### src/rtl/ps2_lane_decoder_if.sv
// ps2_lane_decoder_if: byte-input / event-output bundle for ps2_lane_decoder.
//   master : drives rx_done_tick, rx_data, evt_ready and observes the event head
//   slave  : the decoder, which consumes bytes and presents events
interface ps2_lane_decoder_if #(
    parameter int unsigned FIFO_DEPTH = 4
);
    localparam int unsigned CW = $clog2(FIFO_DEPTH) + 1;

    logic          rx_done_tick;
    logic [7:0]    rx_data;
    logic          evt_valid;
    logic          evt_ready;
    logic [1:0]    evt_lane;
    logic          evt_press;
    logic [3:0]    held;
    logic          overflow;
    logic [CW-1:0] fifo_count;

    modport master (
        output rx_done_tick, rx_data, evt_ready,
        input  evt_valid, evt_lane, evt_press, held, overflow, fifo_count
    );

    modport slave (
        input  rx_done_tick, rx_data, evt_ready,
        output evt_valid, evt_lane, evt_press, held, overflow, fifo_count
    );
endinterface

### src/rtl/ps2_lane_decoder.sv
// ps2_lane_decoder: turns a PS/2 set-2 byte stream into per-lane press/release
// events for four note lanes, with break/extended prefix parsing, typematic
// repeat suppression and a small event FIFO with valid/ready handshake.
// Ports:
//   clk   - system clock, rising edge
//   reset - synchronous active-high reset
//   bus   - slave side: rx_done_tick/rx_data in, evt_ready in,
//           evt_valid/evt_lane/evt_press/held/overflow/fifo_count out
module ps2_lane_decoder #(
    parameter int unsigned FIFO_DEPTH     = 4,
    parameter logic [7:0]  KEY0           = 8'h1C,
    parameter logic [7:0]  KEY1           = 8'h1B,
    parameter logic [7:0]  KEY2           = 8'h23,
    parameter logic [7:0]  KEY3           = 8'h2B,
    parameter int unsigned PREFIX_TIMEOUT = 200000
) (
    input  logic               clk,
    input  logic               reset,
    ps2_lane_decoder_if.slave  bus
);
    localparam int unsigned PW = $clog2(FIFO_DEPTH);
    localparam int unsigned CW = PW + 1;
    localparam int unsigned TW = $clog2(PREFIX_TIMEOUT + 1);
    localparam logic [7:0]  BYTE_BRK = 8'hF0;
    localparam logic [7:0]  BYTE_EXT = 8'hE0;

    typedef enum logic [1:0] {IDLE, BRK, EXT, EXT_BRK} state_t;

    state_t        state;
    logic [TW-1:0] toCnt;
    logic [3:0]    heldQ;
    logic          overflowQ;
    logic          evtValidQ;
    logic [1:0]    evtLaneQ;
    logic          evtPressQ;
    logic [CW-1:0] countQ;
    logic [PW-1:0] rdPtrQ;
    logic [PW-1:0] wrPtrQ;
    logic [1:0]    memLane  [FIFO_DEPTH];
    logic          memPress [FIFO_DEPTH];

    logic          laneHit;
    logic [1:0]    laneIdx;
    logic          evtGen;
    logic          evtPress;
    logic [3:0]    heldNext;
    logic          full;
    logic          pop;
    logic          push;
    logic          dropEvt;
    logic [CW-1:0] countNext;
    logic [PW-1:0] rdPtrNext;
    logic [1:0]    headLane;
    logic          headPress;

    assign bus.held       = heldQ;
    assign bus.overflow   = overflowQ;
    assign bus.evt_valid  = evtValidQ;
    assign bus.evt_lane   = evtLaneQ;
    assign bus.evt_press  = evtPressQ;
    assign bus.fifo_count = countQ;

    // Lane lookup of the received byte; lower lane index wins on duplicate keys.
    always_comb begin
        laneHit = 1'b1;
        laneIdx = 2'd0;
        if (bus.rx_data == KEY0)      laneIdx = 2'd0;
        else if (bus.rx_data == KEY1) laneIdx = 2'd1;
        else if (bus.rx_data == KEY2) laneIdx = 2'd2;
        else if (bus.rx_data == KEY3) laneIdx = 2'd3;
        else                          laneHit = 1'b0;
    end

    // Event generation: only edges of the held state produce events, which
    // filters typematic repeats and releases of keys that were never pressed.
    always_comb begin
        evtGen   = 1'b0;
        evtPress = 1'b0;
        heldNext = heldQ;
        if (bus.rx_done_tick && laneHit) begin
            if (state == IDLE && !heldQ[laneIdx]) begin
                evtGen            = 1'b1;
                evtPress          = 1'b1;
                heldNext[laneIdx] = 1'b1;
            end else if (state == BRK && heldQ[laneIdx]) begin
                evtGen            = 1'b1;
                heldNext[laneIdx] = 1'b0;
            end
        end
    end

    // FIFO bookkeeping; a pop frees a slot for a same-cycle push even when full.
    always_comb begin
        full      = (countQ == CW'(FIFO_DEPTH));
        pop       = evtValidQ && bus.evt_ready;
        push      = evtGen && (!full || pop);
        dropEvt   = evtGen && full && !pop;
        countNext = countQ + CW'(push) - CW'(pop);
        rdPtrNext = pop ? rdPtrQ + PW'(1) : rdPtrQ;
        // The new head is the entry being written when it lands at the read pointer.
        if (push && (wrPtrQ == rdPtrNext)) begin
            headLane  = laneIdx;
            headPress = evtPress;
        end else begin
            headLane  = memLane[rdPtrNext];
            headPress = memPress[rdPtrNext];
        end
    end

    // Parser FSM, timeout counter, held state and FIFO registers.
    always_ff @(posedge clk) begin
        if (reset) begin
            state     <= IDLE;
            toCnt     <= '0;
            heldQ     <= '0;
            overflowQ <= 1'b0;
            evtValidQ <= 1'b0;
            evtLaneQ  <= 2'd0;
            evtPressQ <= 1'b0;
            countQ    <= '0;
            rdPtrQ    <= '0;
            wrPtrQ    <= '0;
        end else begin
            if (bus.rx_done_tick) begin
                toCnt <= '0;
                case (state)
                    IDLE: begin
                        if (bus.rx_data == BYTE_BRK)      state <= BRK;
                        else if (bus.rx_data == BYTE_EXT) state <= EXT;
                        else                              state <= IDLE;
                    end
                    BRK, EXT: begin
                        if (bus.rx_data == BYTE_BRK)      state <= (state == BRK) ? BRK : EXT_BRK;
                        else if (bus.rx_data == BYTE_EXT) state <= EXT;
                        else                              state <= IDLE;
                    end
                    EXT_BRK: begin
                        // A fresh E0 restarts an extended sequence.
                        if (bus.rx_data == BYTE_BRK)      state <= EXT_BRK;
                        else if (bus.rx_data == BYTE_EXT) state <= EXT;
                        else                              state <= IDLE;
                    end
                    default: state <= IDLE;
                endcase
            end else if (state == IDLE) begin
                toCnt <= '0;
            end else if (toCnt == TW'(PREFIX_TIMEOUT - 1)) begin
                state <= IDLE;
                toCnt <= '0;
            end else begin
                toCnt <= toCnt + TW'(1);
            end

            heldQ <= heldNext;
            if (dropEvt) overflowQ <= 1'b1;

            if (push) begin
                memLane[wrPtrQ]  <= laneIdx;
                memPress[wrPtrQ] <= evtPress;
                wrPtrQ           <= wrPtrQ + PW'(1);
            end
            rdPtrQ    <= rdPtrNext;
            countQ    <= countNext;
            evtValidQ <= (countNext != '0);
            if (countNext != '0) begin
                evtLaneQ  <= headLane;
                evtPressQ <= headPress;
            end
        end
    end
endmodule

### src/flat_wrapper.sv
// flat-port wrapper written by rule: the top's interface ports become plain ports
module ps2_lane_decoder_flat 
#(
    parameter int unsigned FIFO_DEPTH     = 4,
    parameter logic [7:0]  KEY0           = 8'h1C,
    parameter logic [7:0]  KEY1           = 8'h1B,
    parameter logic [7:0]  KEY2           = 8'h23,
    parameter logic [7:0]  KEY3           = 8'h2B,
    parameter int unsigned PREFIX_TIMEOUT = 200000
)
  (clk, reset, bus_rx_done_tick, bus_rx_data, bus_evt_ready, bus_evt_valid, bus_evt_lane, bus_evt_press, bus_held, bus_overflow, bus_fifo_count);
  ps2_lane_decoder_if #(.FIFO_DEPTH(FIFO_DEPTH)) bus_i ();
  input  logic clk;
  input  logic reset;
  input wire logic [$bits(bus_i.rx_done_tick)-1:0] bus_rx_done_tick;
  input wire logic [$bits(bus_i.rx_data)-1:0] bus_rx_data;
  input wire logic [$bits(bus_i.evt_ready)-1:0] bus_evt_ready;
  output wire logic [$bits(bus_i.evt_valid)-1:0] bus_evt_valid;
  output wire logic [$bits(bus_i.evt_lane)-1:0] bus_evt_lane;
  output wire logic [$bits(bus_i.evt_press)-1:0] bus_evt_press;
  output wire logic [$bits(bus_i.held)-1:0] bus_held;
  output wire logic [$bits(bus_i.overflow)-1:0] bus_overflow;
  output wire logic [$bits(bus_i.fifo_count)-1:0] bus_fifo_count;
  assign bus_i.rx_done_tick = bus_rx_done_tick;
  assign bus_i.rx_data = bus_rx_data;
  assign bus_i.evt_ready = bus_evt_ready;
  assign bus_evt_valid = bus_i.evt_valid;
  assign bus_evt_lane = bus_i.evt_lane;
  assign bus_evt_press = bus_i.evt_press;
  assign bus_held = bus_i.held;
  assign bus_overflow = bus_i.overflow;
  assign bus_fifo_count = bus_i.fifo_count;
  ps2_lane_decoder #(.FIFO_DEPTH(FIFO_DEPTH), .KEY0(KEY0), .KEY1(KEY1), .KEY2(KEY2), .KEY3(KEY3), .PREFIX_TIMEOUT(PREFIX_TIMEOUT)) u_core (.clk(clk), .reset(reset), .bus(bus_i));
endmodule
### config.mk
export PLATFORM = sky130hd
export DESIGN_NAME = ps2_lane_decoder_flat
export DESIGN_NICKNAME = d
export VERILOG_FILES = /design/src/rtl/ps2_lane_decoder_if.sv /design/src/rtl/ps2_lane_decoder.sv /design/src/flat_wrapper.sv
export SDC_FILE = /design/constraint.sdc
export NUM_CORES = 1
export LEC_CHECK = 0
export CORE_MARGIN = 2
export CORE_UTILIZATION = 40
export CTS_BUF_LIST = sky130_fd_sc_hd__clkbuf_4
export DETAILED_ROUTE_END_ITERATION = 6
export HOLD_SLACK_MARGIN = 0.12
export PLACE_DENSITY = 0.69
export SETUP_SLACK_MARGIN = 0.1
export SKIP_LAST_GASP = 1
export SYNTH_ARGS = -nofsm -noshare
export SYNTH_HDL_FRONTEND = slang
export SYNTH_SLANG_ARGS = --single-unit
### constraint.sdc
create_clock -name clk -period 9.11 [get_ports clk]
set_input_delay 1.3665 -clock clk [delete_from_list [all_inputs] [get_ports clk]]
set_output_delay 1.3665 -clock clk [all_outputs]
set_load 0.01 [all_outputs]
==> results of run 1 <==
[final cells by class]
| cell class | count | area (um2) | area share, % |
|---|---|---|---|
| Clock buffer | 5 | 37.5 | 1.33 |
| Clock inverter | 3 | 23.8 | 0.845 |
| Inverter | 14 | 52.6 | 1.87 |
| Multi-Input combinational cell | 176 | 1290 | 46.0 |
| Sequential cell | 48 | 1080 | 38.4 |
| Tap cell | 75 | 93.8 | 3.34 |
| Timing Repair Buffer | 23 | 230 | 8.19 |
[logic make-up (layout without fill, tap and decap cells)]
logic type	after synthesis	in the layout
simple gates	105	105
flops	48	48
compound gates	34	34
xor+xnor	21	21
buf+inv	20	45
fa+ha+maj	11	11
mux	5	5
[how the worst max path moves through the flow]
| stage | start | to | slack, ns | cells after the start |
|---|---|---|---|---|
| floorplan | bus_rx_data[3] | u_core.bus.evt_lane[1]$_SDFFE_PP0P_ | 5.28 | 13 |
| global placement | bus_rx_data[3] | u_core.bus.evt_lane[1]$_SDFFE_PP0P_ | 4.61 | 13 |
| detailed placement | bus_rx_data[3] | u_core.bus.evt_lane[1]$_SDFFE_PP0P_ | 4.58 | 13 |
| CTS | bus_rx_data[3] | u_core.bus.evt_lane[1]$_SDFFE_PP0P_ | 4.99 | 13 |
| global route | bus_rx_data[3] | u_core.bus.evt_lane[1]$_SDFFE_PP0P_ | 4.84 | 13 |
| finish | bus_rx_data[3] | u_core.bus.evt_lane[1]$_SDFFE_PP0P_ | 4.98 | 13 |
[layer usage]
metal  vias to the layer above  GRT usage, %  part of all wire (%)
met5                         -             0                     0
met4                         0          4.00                  0.34
met3                         2          4.57                   3.9
met2                        23          24.1                    48
met1                       858          18.8                    48
li1                        923             -                     -
[synthesized netlist by cell type (all sizes together), types with 2 or more instances]
library cell,instances,area share [%]
a21bo,2,0.81
a21oi,9,2.4
a311oi,2,0.71
a31o,2,0.71
a41oi,2,1.0
and2,2,0.61
and2b,2,0.81
and3,10,2.6
and3b,4,1.4
and4,2,0.76
buf,6,1.5
dfxtp,36,29
edfxtp,12,15
ha,10,5.1
inv,14,2.1
mux4,3,2.7
nand2,12,1.8
nand3,9,2.0
nand4,4,1.6
nor2,39,6.6
nor2b,3,0.76
nor3,4,0.81
nor3b,3,0.91
nor4,2,0.51
o21ai,5,1.2
o31ai,2,0.61
or3,3,0.76
or4,3,0.91
xnor2,11,4.2
xor2,10,3.6
[critical path: cells and delay by family]
family | cells | cell delay, ns
AOI/OAI and AO/OA | 4 | 0.73
adders and majority gates | 2 | 0.58
and+or+nand+nor | 4 | 0.78
buffers and inverters | 1 | 0.66
xor gates and xnor gates | 2 | 0.29
[power breakdown]
part | total (mW) | switching [mW] | internal (mW)
clock network | 0.108 | 0.0753 | 0.0325
logic | 0.130 | 0.0638 | 0.0662
registers | 0.243 | 0.0106 | 0.232
[flip-flops by register name, summed over array words and instances (netlist names), named ones only]
register and flops:
u_core.bus.overflow 1, u_core.memLane 8, u_core.bus.evt_lane 2, u_core.bus.evt_press 1, u_core.toCnt 18, u_core.rdPtrQ 2
u_core.bus.evt_valid 1, u_core.state 2, u_core.memPress 4, u_core.bus.fifo_count 3, u_core.wrPtrQ 2
==> results by group, run 1 <==
Status
  • Status: finished, final reports clean

Place
  • Placed wire-length estimate: 3400 um
  • Pre-CTS setup slack: 4.58 ns
  • Port bufs: 23
  • Placed insts: 336
  • Routability cong.: 0.795
  • Placed cell area: 0.00275 mm2

STA
  • Slew of the pin with the lowest slew margin: 0.754 ns
  • Setup TNS: 0 ns
  • Fmax: 242 MHz
  • Unrepaired setup endpoints after global routing: false
  • Slew HR: 49.5%
  • Final hold vios: 0
  • Crit path time final: 4.13 ns
  • Slew Limit Fails: 0
  • Period utilization: 45.3%
  • Setup ws final: 4.98 ns
  • Final setup fails: 0
  • Fin Clk Skew: 0.0206 ns
  • Fin Hold WS: 0.453 ns

Finish
  • Layout cells sized above 1: 11.2%
  • Final instance area: 0.00281 mm2
  • Most frequent cells in the layout: nor2_1 (38), dfxtp_1 (36), clkdlybuf4s50_1 (23)
  • Fill count: 552
  • Antenna diodes: 0
  • Finished Layout Cells: 344
  • Commonest non-fill, non-tap cell in the layout: nor2_1
  • Final Util: 47.5%
  • Area growth syn-to-layout: 14.2%
  • Fin nets: 291

Yosys
  • Post-synth net total: 267
  • Complex-gate fraction of the synthesized area: 11.2%
  • Sequential element share of the synthesized area: 43.9%
  • Avg Inst Size Synth: 10.1 um2
  • Cells after Synth: 244
  • Number of synthesized flops with an enable pin: 12
  • Ys Warns: 0
  • Adder-Cell Fraction of Synth Area: 5.89%
  • Netlist cell types: 62
  • Synth Area in XOR/XNOR: 7.77%
  • Number of synthesized register bits: 48
  • Main combinational cell family by area after synthesis: simple AND/OR/NAND/NOR gates
  • Main synth FF type: dfxtp_1
  • Cell Area, Synth: 0.00246 mm2
  • Share of synthesized registers carrying an async set or reset: 0%
  • Post-synthesis mux area share: 3.76%
  • Area share of and/or/nand/nor cells after synthesis: 23.9%

Detailed routing
  • Antenna Nets Post-Route: 0
  • Vias/cell: 5.25
  • Number of DRC markers in iteration 0: 74
  • DR pass1 iterations: 4
  • DRC: 0
  • Final WL: 4640 um
  • Vias: 1806
  • WL/cell: 13.5 um

Global routing
  • Largest net degree at the start of global routing: 23
  • Total GRT Usage: 14.7%
  • Remaining Overflow, GRT: 0
  • Vias in the first global route: 1654
  • Initial antenna violation count: 0
  • First-pass GRT wire length: 7570 um

Worst setup path
  • Crit path kind: input port to flop
  • Cells along the critical path: clkdlybuf4s50_1 -> and2b_4 -> a41oi_2 -> a31o_2 -> a21oi_2 -> ha_1 -> fa_1 -> xnor2_1 -> xnor2_1 -> or3_1 -> nor2_1 -> nor2_1 -> o31a_1
  • Slowest stage cell, crit path: clkdlybuf4s50_1
  • Register-to-Register Path Depth: 12
  • Worst EP arrival: 4.41 ns
  • End of the worst register-to-register path: u_core.bus.evt_lane[1]$_SDFFE_PP0P_
  • CP max FO: 10
  • Crit start category: input port
  • CP Capture Type: flop
  • Register-to-Register Setup Slack: 6.31 ns
  • Req. time, crit path: 9.39 ns
  • CP peak stage delay: 0.66 ns

Clock network
  • Worst-Skew Late Latency: 0.37 ns
  • CTS tree: yes
  • CTS Buf Count: 5
  • Root Buffer: clkbuf_4
  • Setup bufs post-CTS: 0
  • Reg clk slew, reported paths: 0.16 ns
  • # hold bufs at CTS: 0
  • # resized after CTS: 0
  • Clock buffer depth: 2
  • Sinks on Clock Net: 48
  • Max H-tree Level: 2

Hold path
  • Hold Path Sink: u_core.toCnt[0]$_SDFF_PP0_
  • Worst hold stages: 1
  • Hold Path Class: flop to flop
  • Min-delay src: u_core.toCnt[0]$_SDFF_PP0_

Power
  • Peak supply drop: 0.000111 V
  • Total Power: 0.481 mW
  • Pwr Density: 171 mW/mm2
  • Leak: 1.01 nW

Die
  • DIE HEIGHT: 82.5 um
  • Initial Utilization: 41.6%
  • Core ar.: 0.00592 mm2
  • Io pins: 24
  • Die area: 0.00680 mm2
  • Standard-cell rows: 28
  • Die Span X: 82.5 um

Run
  • Max-Cap Viols: 0
(Power assumes the default switching activity.)
==> run 2: changes to the inputs <==
--- a/config.mk
+++ b/config.mk
@@ -10,7 +10,7 @@
 export CTS_BUF_LIST = sky130_fd_sc_hd__clkbuf_4
 export DETAILED_ROUTE_END_ITERATION = 6
 export HOLD_SLACK_MARGIN = 0.12
-export PLACE_DENSITY = 0.69
+export PLACE_DENSITY = 0.72
 export SETUP_SLACK_MARGIN = 0.1
 export SKIP_LAST_GASP = 1
 export SYNTH_ARGS = -nofsm -noshare
==> constraint.sdc (replaced) <==
create_clock -name clk -period 3.5 [get_ports clk]
set_input_delay 0.525 -clock clk [delete_from_list [all_inputs] [get_ports clk]]
set_output_delay 0.525 -clock clk [all_outputs]
set_load 0.01 [all_outputs]
==> results by group, run 2 (same netlist as run 1, synthesis figures left out) <==
Global routing
  • Vias in the first global route: 1820
  • Largest net degree at the start of global routing: 18
  • Initial antenna violation count: 0
  • Total GRT Usage: 15.5%
  • Remaining Overflow, GRT: 0
  • First-pass GRT wire length: 8110 um

Worst setup path
  • CP peak stage delay: 0.57 ns
  • CP Capture Type: flop
  • Req. time, crit path: 3.77 ns
  • Slowest stage cell, crit path: clkdlybuf4s50_1
  • CP max FO: 6
  • Cells along the critical path: clkdlybuf4s50_1 -> and2b_4 -> a41oi_2 -> a31o_2 -> a21oi_2 -> ha_1 -> fa_1 -> xnor2_1 -> xnor2_1 -> or3_1 -> nor2_1 -> nor2_1 -> o31a_1
  • Crit start category: input port
  • Crit path kind: input port to flop
  • Register-to-Register Setup Slack: 0.84 ns
  • Worst EP arrival: 3.36 ns

Detailed routing
  • DRC: 0
  • Number of DRC markers in iteration 0: 99
  • Vias/cell: 5.25
  • DR pass1 iterations: 4
  • WL/cell: 13.5 um
  • Final WL: 4770 um
  • Antenna Nets Post-Route: 0
  • Vias: 1852

Die
  • Standard-cell rows: 28
  • DIE HEIGHT: 82.5 um
  • Die Span X: 82.5 um
  • Initial Utilization: 41.6%
  • Core ar.: 0.00592 mm2
  • Io pins: 24
  • Die area: 0.00680 mm2

Finish
  • Leading registers by flop count: u_core.toCnt: 18 flops, u_core.memLane: 8 flops, u_core.memPress: 4 flops
  • Biggest register: u_core.toCnt
  • Commonest non-fill, non-tap cell in the layout: nor2_1
  • Antenna diodes: 0
  • Max FFs per register: 18
  • Most frequent cells in the layout: nor2_1 (38), dfxtp_1 (36), clkdlybuf4s50_1 (23)
  • Layout cells sized above 1: 14.0%
  • Fin nets: 300
  • Final Util: 49.0%
  • Finished Layout Cells: 353
  • Area growth syn-to-layout: 17.8%

STA
  • Slew HR: 62.9%
  • Setup TNS: 0 ns
  • Fmax: 324 MHz
  • Slew of the pin with the lowest slew margin: 0.557 ns
  • Fin Clk Skew: 0.00593 ns
  • Final setup fails: 0
  • Crit path time final: 3.08 ns
  • Unrepaired setup endpoints after global routing: false
  • Period utilization: 88.1%
  • Fin Hold WS: 0.449 ns
  • Final hold vios: 0
  • Slew Limit Fails: 0

Place
  • Port bufs: 23
  • Placed insts: 345
  • Placed wire-length estimate: 3670 um
  • Routability cong.: 0.845

Clock network
  • Clock buffer depth: 2
  • Max H-tree Level: 2
  • Worst-Skew Late Latency: 0.36 ns
  • Reg clk slew, reported paths: 0.15 ns
  • Root Buffer: clkbuf_4
  • CTS tree: yes
  • # resized after CTS: 0
  • CTS Buf Count: 5
  • Setup bufs post-CTS: 0
  • # hold bufs at CTS: 0
  • Sinks on Clock Net: 48

Hold path
  • Hold Path Class: flop to flop

Power
  • Pwr Density: 456 mW/mm2
  • Leak: 1.07 nW
  • Peak supply drop: 0.000296 V

Status
  • Status: finished, final reports clean

Run
  • Max-Cap Viols: 0
## run 2: cell count changes in the layout (fill, tap and decap cells not counted)
cell,delta
buf_4,+9
inv_6,-1
bufinv_16,+1
## run 2: critical path: cells and delay by family
family / cells / cell delay [ns]
adder cells (fa/ha/maj): 2 / 0.57
AND/OR/NAND/NOR: 4 / 0.78
XOR/XNOR: 2 / 0.28
buffers and inverters: 1 / 0.57
AO/OA/AOI/OAI: 4 / 0.62
## run 2: worst paths after layout
kind / from / endpoint / cells after the start
worst max-delay path: bus_rx_data[4] / u_core.bus.evt_lane[1]$_SDFFE_PP0P_ / 13
worst min-delay path: u_core.toCnt[0]$_SDFF_PP0_ / u_core.toCnt[0]$_SDFF_PP0_ / 1
worst max register to register: flop / u_core.bus.evt_lane[1]$_SDFFE_PP0P_ / 12
worst min register to register: u_core.toCnt[0]$_SDFF_PP0_ / u_core.toCnt[0]$_SDFF_PP0_ / 1
## run 2: final cells by class
type / count / area, um2
clock buffer: 5 / 37.5
clock inverter: 3 / 45.0
fill: 542 / 3020
inverter: 14 / 52.6
multi-input combinational: 176 / 1290
sequential: 48 / 1080
tap: 75 / 93.8
timing repair buffer: 32 / 298
## run 2: routing by layer
layer | vias to the layer above | track usage, % | wire (um)
met5 | - | 0 | 0
met1 | 889 | 19.5 | 2240
met2 | 27 | 26.3 | 2330
met3 | 6 | 3.48 | 150
li1 | 930 | - | -
met4 | 0 | 4.83 | 49
## run 2: metrics by stage
stage                     worst slack (ns)  area [um2]  total power [mW]
after floorplan                      0.516        2460             0.860
after global placement              0.0837        2820             0.983
after detailed placement           0.00712        2820             0.995
after CTS                            0.433        2900              1.34
after global routing                 0.248        2900              1.40
final                                0.418        2900              1.32
## run 2: power breakdown
part / total (mW) / internal (mW) / switching, mW
sequential: 0.634 / 0.604 / 0.0299
combinational: 0.347 / 0.177 / 0.170
clock: 0.342 / 0.154 / 0.188
total: 1.32 / 0.934 / 0.388
==> run 3: changes to the inputs <==
--- a/config.mk
+++ b/config.mk
@@ -11,6 +11,7 @@
 export DETAILED_ROUTE_END_ITERATION = 6
 export HOLD_SLACK_MARGIN = 0.12
 export PLACE_DENSITY = 0.72
+export RECOVER_POWER = 25
 export SETUP_SLACK_MARGIN = 0.1
 export SKIP_LAST_GASP = 1
 export SYNTH_ARGS = -nofsm -noshare
==> results by group, run 3 (same netlist as run 1, synthesis figures left out) <==
Clock network
  • Max H-tree Level: 2
  • Sinks on Clock Net: 48
  • # resized after CTS: 0
  • Root Buffer: clkbuf_4
  • Setup bufs post-CTS: 0
  • CTS Buf Count: 5
  • CTS tree: yes
  • Worst-Skew Late Latency: 0.36 ns
  • Reg clk slew, reported paths: 0.15 ns
  • Clock buffer depth: 2
  • # hold bufs at CTS: 0

Finish
  • Register Area: 0.00108 mm2
  • Antenna diodes: 0
  • Leading registers by flop count: u_core.toCnt: 18 flops, u_core.memLane: 8 flops, u_core.memPress: 4 flops
  • Biggest register: u_core.toCnt
  • Area of the multi-input gates: 0.00129 mm2
  • Commonest non-fill, non-tap cell in the layout: nor2_1
  • Fill count: 545
  • Fin nets: 300
  • Area growth syn-to-layout: 17.4%
  • Max FFs per register: 18
  • Most frequent cells in the layout: nor2_1 (38), dfxtp_1 (36), inv_1 (14), clkdlybuf4s50_1 (14)
  • Layout cells sized above 1: 12.6%

Die
  • Standard-cell rows: 28
  • Die Span X: 82.5 um
  • DIE HEIGHT: 82.5 um
  • Core ar.: 0.00592 mm2
  • Die area: 0.00680 mm2
  • Initial Utilization: 41.6%
  • Io pins: 24

Worst setup path
  • Crit path kind: input port to flop
  • CP max FO: 8
  • Req. time, crit path: 3.77 ns
  • CP Capture Type: flop
  • Crit start category: input port
  • Worst EP arrival: 3.46 ns

STA
  • Fin Clk Skew: 0.00565 ns
  • Period utilization: 91.1%
  • Final hold vios: 0
  • Fmax: 314 MHz
  • Fin Hold WS: 0.449 ns
  • Unrepaired setup endpoints after global routing: false
  • Slew Limit Fails: 0
  • Slew HR: 58.6%
  • Slew of the pin with the lowest slew margin: 0.621 ns
  • Crit path time final: 3.19 ns
  • Final setup fails: 0
  • Setup TNS: 0 ns

Detailed routing
  • DRC: 0
  • Vias/cell: 5.26
  • Vias: 1856
  • Number of DRC markers in iteration 0: 100
  • Top Layer Used: met4
  • Met3 WL post-DR: 139 um
  • DR pass1 iterations: 4
  • Antenna Nets Post-Route: 0
  • M1 WL: 2260 um
  • WL/cell: 13.6 um
  • Met2 wire length: 2340 um
  • Final WL: 4790 um

Power
  • Leak: 1.07 nW
  • Pwr Density: 453 mW/mm2
  • Peak supply drop: 0.000286 V

Run
  • Max-Cap Viols: 0

Place
  • Port bufs: 23
  • Placed wire-length estimate: 3670 um
  • Routability cong.: 0.845

Global routing
  • Vias in the first global route: 1820
  • Largest net degree at the start of global routing: 18
  • Total GRT Usage: 15.5%
  • Initial antenna violation count: 0
  • First-pass GRT wire length: 8110 um
  • Remaining Overflow, GRT: 0

Hold path
  • Hold Path Class: flop to flop

Status
  • Status: finished, final reports clean
==> run 3: changes by cell type in the layout (fill, tap and decap cells not counted), sizes merged <==
| cell | change |
|---|---|
| buf | -2 |
| clkdlybuf4s50 | -9 |
| clkbuf | +2 |
| dlygate4sd3 | +9 |
==> run 3: area by class of cell <==
cell class	instances	share of cell area [%]
Inverter	14	1.82
Clock inverter	3	1.56
Clock buffer	5	1.30
Timing Repair Buffer	32	10.0
Tap cell	75	3.24
Sequential cell	48	37.4
Multi-Input combinational cell	176	44.7
==> run 3: per-stage QoR <==
stage                     std cells  area (um2)  setup slack (ns)  power [mW]  util [%]
after floorplan                 244        2460             0.516       0.860         -
after global placement          345        2820            0.0837       0.983      47.6
after detailed placement        345        2820           0.00712       0.995      47.6
after CTS                       353        2900             0.433        1.34      49.0
after global routing            353        2890             0.163        1.39      48.9
final                           353        2890             0.311        1.31      48.9
==> run 3: final timing paths <==
check	start	endpoint	slack, ns	cells after the start
max	bus_rx_data[5]	u_core.bus.evt_lane[1]$_SDFFE_PP0P_	0.31	13
min	u_core.toCnt[0]$_SDFF_PP0_	u_core.toCnt[0]$_SDFF_PP0_	0.45	1
max reg2reg	flop	u_core.bus.evt_lane[1]$_SDFFE_PP0P_	0.81	12
min reg2reg	u_core.toCnt[0]$_SDFF_PP0_	u_core.toCnt[0]$_SDFF_PP0_	0.45	1
==> run 3: critical path, stage by stage <==
cell and delay [ns]:
dlygate4sd3_1 0.65, and2b_4 0.22, a41oi_2 0.24, a31o_2 0.22, a21oi_2 0.07, ha_1 0.19
fa_1 0.38, xnor2_1 0.14, xnor2_1 0.14, or3_1 0.39, nor2_1 0.11, nor2_1 0.05
o31a_1 0.12
==> run 3: routing by layer <==
metal	GRT usage, %	vias to the layer above
met3	3.48	6
li1	-	933
met4	4.83	0
met1	19.5	892
met2	26.3	25
met5	0	-
==> run 3: power breakdown <==
part	switching [mW]	leakage, nW	internal (mW)	total [mW]
Combinational	0.170	0.629	0.166	0.336
Clock	0.188	0.0461	0.154	0.341
Sequential	0.0289	0.395	0.604	0.633
